===== src/rtl/toggle_scanner.sv =====
// Scanner for NUM three-position toggles. Each toggle is synchronized, decoded,
// debounced on a slow tick, and position changes are queued as round-robin events.
module toggle_scanner #(
    parameter int NUM    = 4,
    parameter int IDXW   = 2,
    parameter int DIV    = 12000,
    parameter int DB_CNT = 4
) (
    input  logic              clk,
    input  logic              rst_n,
    input  logic [2*NUM-1:0]  pkgpin,
    output logic [2*NUM-1:0]  pos,
    output logic              evt_valid,
    output logic [IDXW-1:0]   evt_idx,
    output logic [1:0]        evt_pos,
    input  logic              evt_ack,
    output logic              overrun
);

    // state   | meaning
    // IDLE    | no event presented; grants the next pending toggle
    // PRESENT | event held on evt_* until the consumer acks it
    typedef enum logic {IDLE, PRESENT} state_t;

    state_t            state, state_nxt;
    logic [2*NUM-1:0]  sync_a, sync_b;
    logic [15:0]       pre_cnt;
    logic              tick;
    logic [NUM-1:0]    commit;
    logic [NUM-1:0]    pending;
    logic [NUM-1:0]    grant_clr;
    logic [IDXW-1:0]   last, last_nxt;
    logic              valid_nxt;
    logic [IDXW-1:0]   idx_nxt;
    logic [1:0]        epos_nxt;

    // Returns {valid, position}; a pair of 00 means both contacts closed.
    function automatic logic [2:0] decode(input logic [1:0] pins);
        case (pins)
            2'b01:   decode = 3'b100;
            2'b11:   decode = 3'b101;
            2'b10:   decode = 3'b110;
            default: decode = 3'b000;
        endcase
    endfunction

    always_ff @(posedge clk or negedge rst_n) begin
        if (!rst_n) begin
            sync_a <= '1;
            sync_b <= '1;
        end else begin
            sync_a <= pkgpin;
            sync_b <= sync_a;
        end
    end

    assign tick = (pre_cnt == 16'(DIV - 1));

    always_ff @(posedge clk or negedge rst_n) begin
        if (!rst_n) begin
            pre_cnt <= '0;
        end else if (tick) begin
            pre_cnt <= '0;
        end else begin
            pre_cnt <= pre_cnt + 16'd1;
        end
    end

    for (genvar gi = 0; gi < NUM; gi++) begin : g_tog
        logic [2:0] dec;
        logic [1:0] cand;
        logic [1:0] pos_r;
        logic [3:0] cnt;
        logic [3:0] cnt_inc;

        assign dec     = decode(sync_b[2*gi +: 2]);
        assign cnt_inc = cnt + 4'd1;
        assign commit[gi] = tick && dec[2] && (dec[1:0] != pos_r) &&
                            (dec[1:0] == cand) && (cnt_inc == 4'(DB_CNT));
        assign pos[2*gi +: 2] = pos_r;

        always_ff @(posedge clk or negedge rst_n) begin
            if (!rst_n) begin
                cand  <= 2'b01;
                pos_r <= 2'b01;
                cnt   <= '0;
            end else if (tick && dec[2]) begin
                if (dec[1:0] == pos_r) begin
                    cnt <= '0;
                end else if (dec[1:0] != cand) begin
                    cand <= dec[1:0];
                    cnt  <= 4'd1;
                end else if (commit[gi]) begin
                    pos_r <= dec[1:0];
                    cnt   <= '0;
                end else begin
                    cnt <= cnt_inc;
                end
            end
        end
    end

    // A commit landing on the grant cycle re-arms pending instead of overrunning.
    always_ff @(posedge clk or negedge rst_n) begin
        if (!rst_n) begin
            pending <= '0;
            overrun <= 1'b0;
        end else begin
            pending <= (pending & ~grant_clr) | commit;
            overrun <= |(commit & pending & ~grant_clr);
        end
    end

    always_ff @(posedge clk or negedge rst_n) begin
        if (!rst_n) begin
            state     <= IDLE;
            evt_valid <= 1'b0;
            evt_idx   <= '0;
            evt_pos   <= 2'b01;
            last      <= IDXW'(NUM - 1);
        end else begin
            state     <= state_nxt;
            evt_valid <= valid_nxt;
            evt_idx   <= idx_nxt;
            evt_pos   <= epos_nxt;
            last      <= last_nxt;
        end
    end

    always_comb begin
        int  j;
        int  sel;
        logic found;
        state_nxt = state;
        valid_nxt = evt_valid;
        idx_nxt   = evt_idx;
        epos_nxt  = evt_pos;
        last_nxt  = last;
        grant_clr = '0;
        j         = 0;
        sel       = 0;
        found     = 1'b0;
        case (state)
            IDLE: begin
                for (int k = 1; k <= NUM; k++) begin
                    j = int'(last) + k;
                    if (j >= NUM) j = j - NUM;
                    if (!found && pending[j]) begin
                        found = 1'b1;
                        sel   = j;
                    end
                end
                if (found) begin
                    grant_clr[sel] = 1'b1;
                    idx_nxt        = IDXW'(sel);
                    epos_nxt       = pos[2*sel +: 2];
                    valid_nxt      = 1'b1;
                    state_nxt      = PRESENT;
                end
            end
            PRESENT: begin
                if (evt_ack) begin
                    valid_nxt = 1'b0;
                    last_nxt  = evt_idx;
                    state_nxt = IDLE;
                end
            end
            default: state_nxt = IDLE;
        endcase
    end

endmodule


===== config.mk =====
export PLATFORM = sky130hd
export DESIGN_NAME = toggle_scanner
export DESIGN_NICKNAME = d
export VERILOG_FILES = /design/src/rtl/toggle_scanner.sv
export SDC_FILE = /design/constraint.sdc
export NUM_CORES = 1
export LEC_CHECK = 0
export CORE_ASPECT_RATIO = 1.5
export CORE_MARGIN = 2
export CORE_UTILIZATION = 54
export CTS_CLUSTER_SIZE = 8
export DETAILED_ROUTE_END_ITERATION = 16
export PLACE_DENSITY = 0.77
export SYNTH_ARGS = -nofsm -noshare
export SYNTH_HDL_FRONTEND = slang
export SYNTH_SLANG_ARGS = --single-unit

===== constraint.sdc =====
create_clock -name clk -period 2.9 [get_ports clk]
set_input_delay 0.58 -clock clk [delete_from_list [all_inputs] [get_ports clk]]
set_output_delay 0.58 -clock clk [all_outputs]
set_load 0.03 [all_outputs]

==> results of run 1 <==
[final timing paths]
path	cells past startpoint	slack [ps]	end
worst max-delay path	7	240	evt_pos[1]$_DFFE_PN0P_
worst min-delay path	0	350	sync_b[3]$_DFF_PN1_
worst max register to register	7	240	evt_pos[1]$_DFFE_PN0P_
worst min register to register	0	350	sync_b[3]$_DFF_PN1_
max in group asynchronous	1	1890	g_tog[2].cand[1]$_DFFE_PN0P_
min in group asynchronous	1	390	g_tog[1].cnt[1]$_DFFE_PN0N_
[final cells by class]
| cell class | instances | area, sq um |
|---|---|---|
| clock inverter | 5 | 50.0 |
| inverter | 16 | 60.1 |
| tap | 102 | 128 |
| timing repair buffer | 33 | 305 |
| fill | 631 | 2680 |
| clock buffer | 11 | 243 |
| multi-input combinational | 325 | 2190 |
| sequential | 77 | 1960 |
[synth_stat cells (all sizes together) (4+ instances only)]
cell type / instances
xor2: 11
and3: 8
nor3b: 7
a21oi: 10
mux2: 13
a21o: 5
nand3: 18
dfstp: 27
nand4: 6
nand2b: 15
o21bai: 4
dfrtp: 50
xnor2: 9
a31oi: 7
ha: 12
o21ai: 40
nand2: 49
nor4b: 4
mux2i: 5
or3b: 4
nor2b: 14
nor2: 27
nor3: 5
clkbuf: 8
nand3b: 4
inv: 16
[state kept, by name, summed over array words and instances, names as in the netlist]
signal       flops
pre_cnt         16
g_tog.pos_r      8
last             2
g_tog.cnt       16
evt_idx          2
sync_a           8
evt_pos          2
overrun          1
state            1
sync_b           8
pending          4
g_tog.cand       8
evt_valid        1
[what timing repair did]
action                                  4_1_cts  5_1_grt
resized for setup                             0        1
buffers inserted                              0        1
endpoints found under the hold margin         0        0
endpoints found under the setup margin        0        1
[per-layer routing]
| layer | GRT usage (%) | up-vias | part of all wire (%) |
|---|---|---|---|
| met2 | 39.3 | 40 | 53 |
| met3 | 4.02 | 14 | 2.5 |
| met5 | 0 | - | 0 |
| met1 | 25.1 | 1595 | 42 |
| li1 | - | 1606 | - |
| met4 | 9.21 | 0 | 2.0 |
[cells by family (layout without fill, tap and decap cells)]
group,Yosys count,count (layout),share of synthesized area [%]
buffers and inverters,26,65,2.31
adder cells (fa/ha/maj),12,12,3.55
multiplexers,20,20,5.70
XOR/XNOR,20,20,4.14
flip-flops,77,77,46.3
AO/OA/AOI/OAI,93,93,14.0
AND/OR/NAND/NOR,180,180,23.9
[power by group through the flow]
stage | combinational, W | sequential (W) | clock (W)
after floorplan | 0.0000159 | 0.00112 | 0
after global placement | 0.0000527 | 0.00112 | 0
after detailed placement | 0.0000543 | 0.00113 | 0
after CTS | 0.0000543 | 0.00111 | 0.00111
after global routing | 0.0000614 | 0.00111 | 0.00116
final | 0.0000528 | 0.00111 | 0.00109
[worst max-delay path, cell delays in order, from the launching register on]
cell	delay [ps]
dfstp_2	670
inv_1	100
ha_1	440
mux4_2	360
a41oi_1	220
o21ai_1	200
or2_2	360
o221ai_1	220
[per-stage QoR]
| stage | setup slack [ps] | total power (W) | instances | util (%) |
|---|---|---|---|---|
| final | 239 | 0.00225 | 569 | 64.8 |
| after global routing | 40.3 | 0.00233 | 569 | 64.8 |
| after global placement | 314 | 0.00118 | 552 | 60.8 |
| after detailed placement | 222 | 0.00118 | 552 | 60.8 |
| after floorplan | 0.827 | 0.00114 | 428 | - |
| after CTS | 201 | 0.00228 | 568 | 64.6 |
==> flow_summary.toml, run 1 <==
[sta]
fmax_mhz = 376
tns_ps = 0
period_needed_ps = 2660
tightest_slew_ps = 957
hold_violations = 0
slew_headroom_pct = 36.2
setup_viol = 0
hold_ws_ps = 353
skew_ps = 4.79
rsz0062_at_grt = "no"
fin_crit_sh_pct = 91.8
timing.final.max_slew_violations = 0

[final_layout]
final_cell_mix = "dfrtp_1 (50), nand2_1 (49), o21ai_0 (39)"
layout-drive-gt1-share_pct = 17.6
design_area_sq_um = 4930
area_delta_synth_final_pct = 16.6
mostFrequentLayoutCell = "dfrtp_1"
antenna_cells = 0
nNetsFinal = 485

[worst_setup_path]
endpoint_kind = "register"
startpoint_type = "register"
cp-startpoint = "last[1]$_DFFE_PN1P_"
crit_path_max_fanout = 14
r2r_start = "last[1]$_DFFE_PN1P_"
crit_arrival_ps = 2900
path_class = "register to register"
cp_data_required_time_ps = 3140

[grt]
antenna_found_initial = 0
grt-ovfl-total = 0
first_global_vias = 3249
track_usage_pct = 21.7
grt_max_degree = 78
grt_pass1_wl_um = 15000

[synthesis]
syn_nets = 451
synth-edff-count = 0
netlist_instances = 428
ys_seq_elements = 77
synth_cell_types = 58
netlist_area_sq_um = 4230
synth_top_area_share_pct = 29.6
synth_top_cell_by_area = "dfrtp_1"
async_flop_share_pct = 100
ys_seq_area_share_pct = 46.3
postSynthAreaPerCell_sq_um = 9.89
ys.flop_type = "dfrtp_1"
synth_warnings = 0
synth_area_leaders = "dfrtp_1 (30%), dfstp_2 (17%), o21ai_0 (4.6%)"

[clock_tree]
hold_buffers = 0
cts_tree = "built"
numCtsBuffers = 9
cts.sinks = 77
clkTransAtPathRegs_ps = 60
cts_root_buffer = "clkbuf_16"
h-tree-depth = 3
clockBufferDepth = 2
clkLatencyLatePin_ps = 330

[worst_hold_path]
min-delay-start = "sync_a[3]$_DFF_PN1_"
holdCritPathClass = "register to register"

[power_and_ir_drop]
seqPwrFrac_pct = 49.2
p_clk_share_pct = 48.5
powerDensity_nw_per_um2 = 457
ir_drop_mv = 0.436
switchingPower_w = 0.000454
combPwrFrac_pct = 2.3
switching_share_pct = 20.2
intPower_w = 0.00180
leakagePower_nw = 2.05

[floorplan]
num_rows = 39
fp.dieW_um = 76.3
die_h_um = 112
start_util_pct = 55.6
core_area_sq_um = 7610
dieArea_sq_um = 8580
ios = 25

[run_status]
status = "completed"

[drt]
drt-initial-drc-count = 164
num_vias = 3255
drc = 0
drtPass1Iterations = 4
ant_nets = 0
drt_wl_total_um = 8550
viasPerCell = 5.72
wl_per_cell_um = 15.0

[place]
port_buffers = 24
dpl_cell_area_sq_um = 4630
gp_congestion = 0.852
detailed_place_hpwl_um = 6220

[run]
cap_viol_max_count = 0
Note: power is estimated with default switching activity, not from simulation.
==> run 2, diff against run 1 <==
--- a/config.mk
+++ b/config.mk
@@ -7,10 +7,11 @@
 export LEC_CHECK = 0
 export CORE_ASPECT_RATIO = 1.5
 export CORE_MARGIN = 2
-export CORE_UTILIZATION = 54
+export CORE_UTILIZATION = 55
 export CTS_CLUSTER_SIZE = 8
 export DETAILED_ROUTE_END_ITERATION = 16
-export PLACE_DENSITY = 0.77
+export HOLD_SLACK_MARGIN = 0.05
+export PLACE_DENSITY = 0.76
 export SYNTH_ARGS = -nofsm -noshare
 export SYNTH_HDL_FRONTEND = slang
 export SYNTH_SLANG_ARGS = --single-unit
==> constraint.sdc (replaced) <==
create_clock -name clk -period 3.45 [get_ports clk]
set_input_delay 0.69 -clock clk [delete_from_list [all_inputs] [get_ports clk]]
set_output_delay 0.69 -clock clk [all_outputs]
set_load 0.03 [all_outputs]
==> run 2 against run 1 <==
  * Sequential power shrank 16%
  * Clock power shrank 11%
  * Clock skew about the same
  * Design area decreased by 1.1%
  * Cell count down 1.4%
  * Hold slack worse by 3.7 ps
  * Sequential cell count is the same
  * Maximum frequency down 12%
  * Global-route usage up 1.3 points
  * Wire length rose by 0.51%
  * First-iteration DRC count down 4.3%
  * Sequential share of layout area is 0.43 points higher
==> flow_summary.toml, run 2 (same netlist as run 1, synthesis figures left out) <==
[run_status]
status = "completed"

[worst_setup_path]
critical-path-max-stage-delay_ps = 710
path_class = "register to register"
crit_path_max_fanout = 16
crit_path_cell_trace = "inv_1 > ha_1 > nand2b_1 > a32oi_1 > a21oi_1 > a22oi_1 > mux2i_1 > o221ai_1"
startpoint_type = "register"
crit_arrival_ps = 3240
cp_data_required_time_ps = 3650
slowest_stage = "dfstp_2"
endpoint_kind = "register"

[power_and_ir_drop]
intPower_w = 0.00156
switching_share_pct = 20.1
powerDensity_nw_per_um2 = 399
seqPwrFrac_pct = 47.8
combPwrFrac_pct = 2.2
p_clk_share_pct = 49.9
ir_drop_mv = 0.380
leakagePower_nw = 2.02
switchingPower_w = 0.000390
total_power_w = 0.00195

[drt]
drt-initial-drc-count = 157
ant_nets = 0
viasPerCell = 5.80
num_vias = 3255
drt_wl_total_um = 8590
drc = 0
wl_per_cell_um = 15.3
drtPass1Iterations = 5

[sta]
slew_headroom_pct = 36.6
hold_violations = 0
tns_ps = 0
tightest_slew_ps = 951
timing.final.max_slew_violations = 0
skew_ps = 4.39
rsz0062_at_grt = "no"
fmax_mhz = 329
fin_ws_ps = 413
period_needed_ps = 3040
setup_viol = 0
fin_crit_sh_pct = 88.0

[grt]
antenna_found_initial = 0
grt_max_degree = 78
grt-ovfl-total = 0
first_global_vias = 3256
grt_pass1_wl_um = 15000
track_usage_pct = 23.1

[floorplan]
start_util_pct = 56.0
fp.dieW_um = 75.6
num_rows = 39
ios = 25
die_h_um = 111
dieArea_sq_um = 8430
core_area_sq_um = 7560

[final_layout]
area_delta_synth_final_pct = 15.3
final_cell_mix = "dfrtp_1 (50), nand2_1 (49), o21ai_0 (39)"
fin_cells = 561
nNetsFinal = 477
top_regs = "g_tog.cnt (16), pre_cnt (16)"
antenna_cells = 0
mostFrequentLayoutCell = "dfrtp_1"
nFillCells = 602
design_area_sq_um = 4880
layout-drive-gt1-share_pct = 15.7

[place]
gp_congestion = 0.880
dpl_cell_area_sq_um = 4570
detailed_place_hpwl_um = 6230
port_buffers = 24
dp.cells = 545
dp_slack_ps = 440

[clock_tree]
cts_tree = "built"
post_cts_buffers = 0
clkLatencyLatePin_ps = 340
clkTransAtPathRegs_ps = 60
h-tree-depth = 3
numCtsBuffers = 9
cts_resized = 0
cts.sinks = 77
clockBufferDepth = 2
cts_root_buffer = "clkbuf_16"
hold_buffers = 0

[worst_hold_path]
holdCritPathClass = "register to register"

[run]
cap_viol_max_count = 0
==> run 2: per-stage QoR <==
stage               util (%)  hold WS, ps
finish                  64.5          350
global route            64.5          349
CTS                     64.5          351
detailed placement      60.4          347
global placement        60.4          346
floorplan                  -          345
==> run 2: layer usage <==
| layer | part of all wire (%) | up-vias | track usage, % |
|---|---|---|---|
| li1 | - | 1590 | - |
| met5 | 0 | - | 0 |
| met3 | 2.1 | 10 | 2.81 |
| met1 | 41 | 1619 | 27.6 |
| met4 | 1.8 | 0 | 10.3 |
| met2 | 55 | 36 | 40.1 |
==> run 2: power groups by stage <==
stage,combinational (W),clock (W),sequential (W)
after floorplan,0.0000134,0,0.000944
after global placement,0.0000438,0,0.000945
after detailed placement,0.0000450,0,0.000946
after CTS,0.0000454,0.000988,0.000931
after global routing,0.0000510,0.00103,0.000933
final,0.0000438,0.000972,0.000931
==> run 2: final timing paths <==
check                                    start                           end  slack (ps)  depth (start not counted)
max                        last[0]$_DFFE_PN1P_        evt_pos[1]$_DFFE_PN0P_         410                          8
min                        sync_a[6]$_DFF_PN1_           sync_b[6]$_DFF_PN1_         350                          0
max reg2reg                last[0]$_DFFE_PN1P_        evt_pos[1]$_DFFE_PN0P_         410                          8
min reg2reg                sync_a[6]$_DFF_PN1_           sync_b[6]$_DFF_PN1_         350                          0
max in group asynchronous                rst_n  g_tog[2].cand[1]$_DFFE_PN0P_        2330                          1
min in group asynchronous                rst_n   g_tog[0].cnt[2]$_DFFE_PN0N_         490                          1
==> run 2: final cells by class <==
| class | instances | area, sq um | share of cell area, % |
|---|---|---|---|
| inverters | 16 | 60.1 | 1.23 |
| clock buffers | 13 | 270 | 5.54 |
| clock inverters | 3 | 42.5 | 0.872 |
| flip-flops and latches | 77 | 1960 | 40.2 |
| multi-input cells | 325 | 2170 | 44.6 |
| well taps | 102 | 128 | 2.61 |
| repair buffers | 25 | 245 | 5.02 |
==> run 2: critical path: cells and delay by family, from the launching register on <==
kind            cells  cell delay [ps]
flops               1              710
mux                 1              250
buf+inv             1              200
compound gates      4             1080
simple gates        1              200
fa+ha+maj           1              450
==> patch 1 (settings of run 1) <==
Reset style: synchronous (`rst_n`), changed in 5 clocked blocks.
--- a/src/rtl/toggle_scanner.sv
+++ b/src/rtl/toggle_scanner.sv
@@ -44,7 +44,7 @@
         endcase
     endfunction
 
-    always_ff @(posedge clk or negedge rst_n) begin
+    always_ff @(posedge clk) begin
         if (!rst_n) begin
             sync_a <= '1;
             sync_b <= '1;
@@ -56,7 +56,7 @@
 
     assign tick = (pre_cnt == 16'(DIV - 1));
 
-    always_ff @(posedge clk or negedge rst_n) begin
+    always_ff @(posedge clk) begin
         if (!rst_n) begin
             pre_cnt <= '0;
         end else if (tick) begin
@@ -79,7 +79,7 @@
                             (dec[1:0] == cand) && (cnt_inc == 4'(DB_CNT));
         assign pos[2*gi +: 2] = pos_r;
 
-        always_ff @(posedge clk or negedge rst_n) begin
+        always_ff @(posedge clk) begin
             if (!rst_n) begin
                 cand  <= 2'b01;
                 pos_r <= 2'b01;
@@ -101,7 +101,7 @@
     end
 
     // A commit landing on the grant cycle re-arms pending instead of overrunning.
-    always_ff @(posedge clk or negedge rst_n) begin
+    always_ff @(posedge clk) begin
         if (!rst_n) begin
             pending <= '0;
             overrun <= 1'b0;
@@ -111,7 +111,7 @@
         end
     end
 
-    always_ff @(posedge clk or negedge rst_n) begin
+    always_ff @(posedge clk) begin
         if (!rst_n) begin
             state     <= IDLE;
             evt_valid <= 1'b0;
Function: same outputs for any inputs over 10 cycles, from zero or initial values and one cycle with rst_n low; that may be too few to reach the edited logic, so the function may still have changed.
==> patch 1 against run 1 <==
  * Combinational power up 30%
  * Global-route usage about the same
  * Total power down 10%
  * Routed wire length down 7.3%
  * Sequential cell count unchanged
  * Maximum frequency down 2.1%
  * Area after synthesis down 9.6%
  * Die area down 9.2%
  * Synthesized cell count up 1.9%
  * Utilization down 0.29 points
  * Largest cell class unchanged
  * Clock power down 20%
  * Design area down 10%
  * Largest power group unchanged
  * Via count down 1.5%
  * Setup slack worse by 57 ps
  * Highest routed layer unchanged
==> patch 1: results <==
[critical_path]
endpoint = overrun$_SDFF_PN0_
cpMaxStageDelayCell = ha_2
cp_max_fo = 10
r2r_cells = 9
r2r_slack_ps = 180
cpPeakStageDelay_ps = 440
crit_arrival_ps = 2940
critPathTopFamily = compound AO/OA/AOI/OAI gates
reg2reg_to = overrun$_SDFF_PN0_

[grt]
grt_pass1_wl_mm = 13.39
grt_max_degree = 33
grt_pass1_vias = 3001
grt_usage_pct = 21.77

[worst_hold_path]
hp-start = sync_a[5]$_SDFF_PN1_
holdPathEnd = sync_b[5]$_SDFF_PN1_
hold_depth = 1

[cells_and_area]
layoutNonFillerInstCount = 552
fin_nets = 490
clk_share_pct = 4.868
buffer_area_share_pct = 7.642
nFillCells = 581
multi_input_comb_cells = 335
multiInputGateArea_sq_mm = 0.002195
drive_gt1_share_pct = 9.916
seq_area_sq_mm = 0.001541
num-nonclk-buffers = 37
n_all_inverters = 9

[placement]
placedCellCount = 536
place_congestion = 0.9471
place_hpwl_mm = 5.798

[detailed_routing]
viasPerCell = 5.806
drt_iter0_drc = 198
wl_mm = 7.922

[status]
status = finished, final reports clean

[power]
p_int_mw = 1.584
power_frac_seq_pct = 53.4
p_leak_nw = 1.620
pwr-share-comb_pct = 3.4
irDropWorstVdd_mv = 0.5319

[cts]
root_buffer = clkbuf_8
clkLatencyLatePin_ps = 360

[logic_synthesis]
ys_top_cells_by_count = dfxtp_1 (77), nor2_1 (53), nand2_1 (43)
ys_seq_area_share_pct = 40.30
syn_avg_cell_area_sq_um = 8.773
synthTopCellsByArea = dfxtp_1 (40%), mux2i_1 (5.2%), nor2_1 (5.2%)
ys.flop_type = dfxtp_1

[timing]
max_slew_margin_pct = 63.89
holdWs_ps = 406.6
fin_worst_skew_ps = 11.90
patch 1: routing by layer:
| layer | vias up | share of wire, % | global-route usage (%) |
|---|---|---|---|
| met5 | - | 0 | 0 |
| met4 | 0 | 2.7 | 9.259 |
| met3 | 17 | 3.5 | 5.169 |
| met2 | 64 | 51 | 36.04 |
| met1 | 1520 | 43 | 26.58 |
| li1 | 1604 | - | - |
patch 1: stage by stage:
| step | worst slack [ps] | area [sq um] |
|---|---|---|
| global route | 6.192 | 4420 |
| global placement | 271.5 | 4203 |
| floorplan | 83.17 | 3827 |
| finish | 181.8 | 4420 |
| detailed placement | 137.2 | 4203 |
| CTS | 122.1 | 4418 |
patch 1: cell families after synthesis:
family / count (synthesis) / synth area share (%)
adder cells (fa/ha/maj): 10 / 3.271
buffers and inverters: 24 / 2.388
flip-flops: 77 / 40.30
AO/OA/AOI/OAI: 85 / 14.56
multiplexers: 26 / 8.178
AND/OR/NAND/NOR: 197 / 27.41
XOR/XNOR: 17 / 3.893
==> patch 2 (flow settings as in run 1) <==
Made on the original files. Change the parameter `NUM` from 4 to 8.
--- a/src/rtl/toggle_scanner.sv
+++ b/src/rtl/toggle_scanner.sv
@@ -1,7 +1,7 @@
 // Scanner for NUM three-position toggles. Each toggle is synchronized, decoded,
 // debounced on a slow tick, and position changes are queued as round-robin events.
 module toggle_scanner #(
-    parameter int NUM    = 4,
+    parameter int NUM    = 8,
     parameter int IDXW   = 2,
     parameter int DIV    = 12000,
     parameter int DB_CNT = 4
Interface: changed (resized pkgpin and pos); port bits go from 25 to 41. The function was not compared with the original's and may differ.
==> patch 2 against run 1 <==
  * The flow now finishes with violations (negative setup slack)
  * Total power is 85% higher
  * Area after synthesis grew 71%
  * Routed wire length rose by 120%
  * Critical path depth is 7 higher
  * Setup slack worse by 1100 ps
  * Die area increased by 67%
  * Sequential cell count is 52 higher
  * Design area grew 90%
  * Critical path type unchanged
  * Critical endpoint unchanged
  * Highest routed layer unchanged
==> patch 2: results <==
[cts]
post_cts_resized = 41
cts_setup_buffers = 11

[critical_path]
crit-reg2reg-launch = last[0]$_DFFE_PN1P_
crit_arrival_ps = 4030
cpPeakStageDelay_ps = 560
r2r_cells = 14

[timing]
holdWs_ps = 206.4
final-setup-viol-count = 14
layout_setup_ws_ps = -836.5
fin_worst_skew_ps = 5.368
fin_tns_setup_ps = -8442

[detailed_routing]
drtPass1Iterations = 5
drt-met1-wl_mm = 7.003
viasPerCell = 6.141
met2_length_mm = 10.30
drt_iter0_drc = 475

[logic_synthesis]
synthCells = 742
yosys-mux-area-fraction_pct = 10.28
ys_top_cells_by_count = nand2_1 (125), o21ai_0 (85), dfrtp_1 (78)
synthAdderAreaFrac_pct = 3.461
synthTopCellsByArea = dfrtp_1 (27%), dfstp_2 (19%), nand2_1 (6.5%)
synth_nets = 781

[status]
status = finished with violations
violations = negative setup slack

[placement]
placedCellCount = 990
place_congestion = 1.013
io_buffers = 40

[grt]
grt_pass1_wl_mm = 30.90

[power]
power_density_mw_per_mm2 = 445.8
==> patch 2: cell count changes after synthesis, sizes merged, moves of 7 or more <==
| cell | run 1 | this run |
|---|---|---|
| dfrtp | 50 | 78 |
| mux2 | 13 | 29 |
| nor3b | 7 | 15 |
| mux4 | 2 | 13 |
| ha | 12 | 20 |
| o211ai | 2 | 9 |
| nor2 | 27 | 55 |
| dfstp | 27 | 51 |
| o21ai | 40 | 86 |
| a21oi | 10 | 19 |
| mux2i | 5 | 12 |
| nand2 | 49 | 125 |
==> patch 2: cell type report <==
cell class | instances | area, sq um
multi-input cells | 574 | 4075
fillers | 913 | 3638
flip-flops and latches | 129 | 3292
repair buffers | 126 | 1121
clock buffers | 18 | 439.2
well taps | 159 | 198.9
clock inverters | 14 | 177.7
inverters | 19 | 75.07
==> patch 2: metal layers <==
metal,track usage [%],vias up
met5,0,-
met4,12.67,0
met3,5.139,60
met2,49.29,214
met1,29.27,3179
li1,-,2927
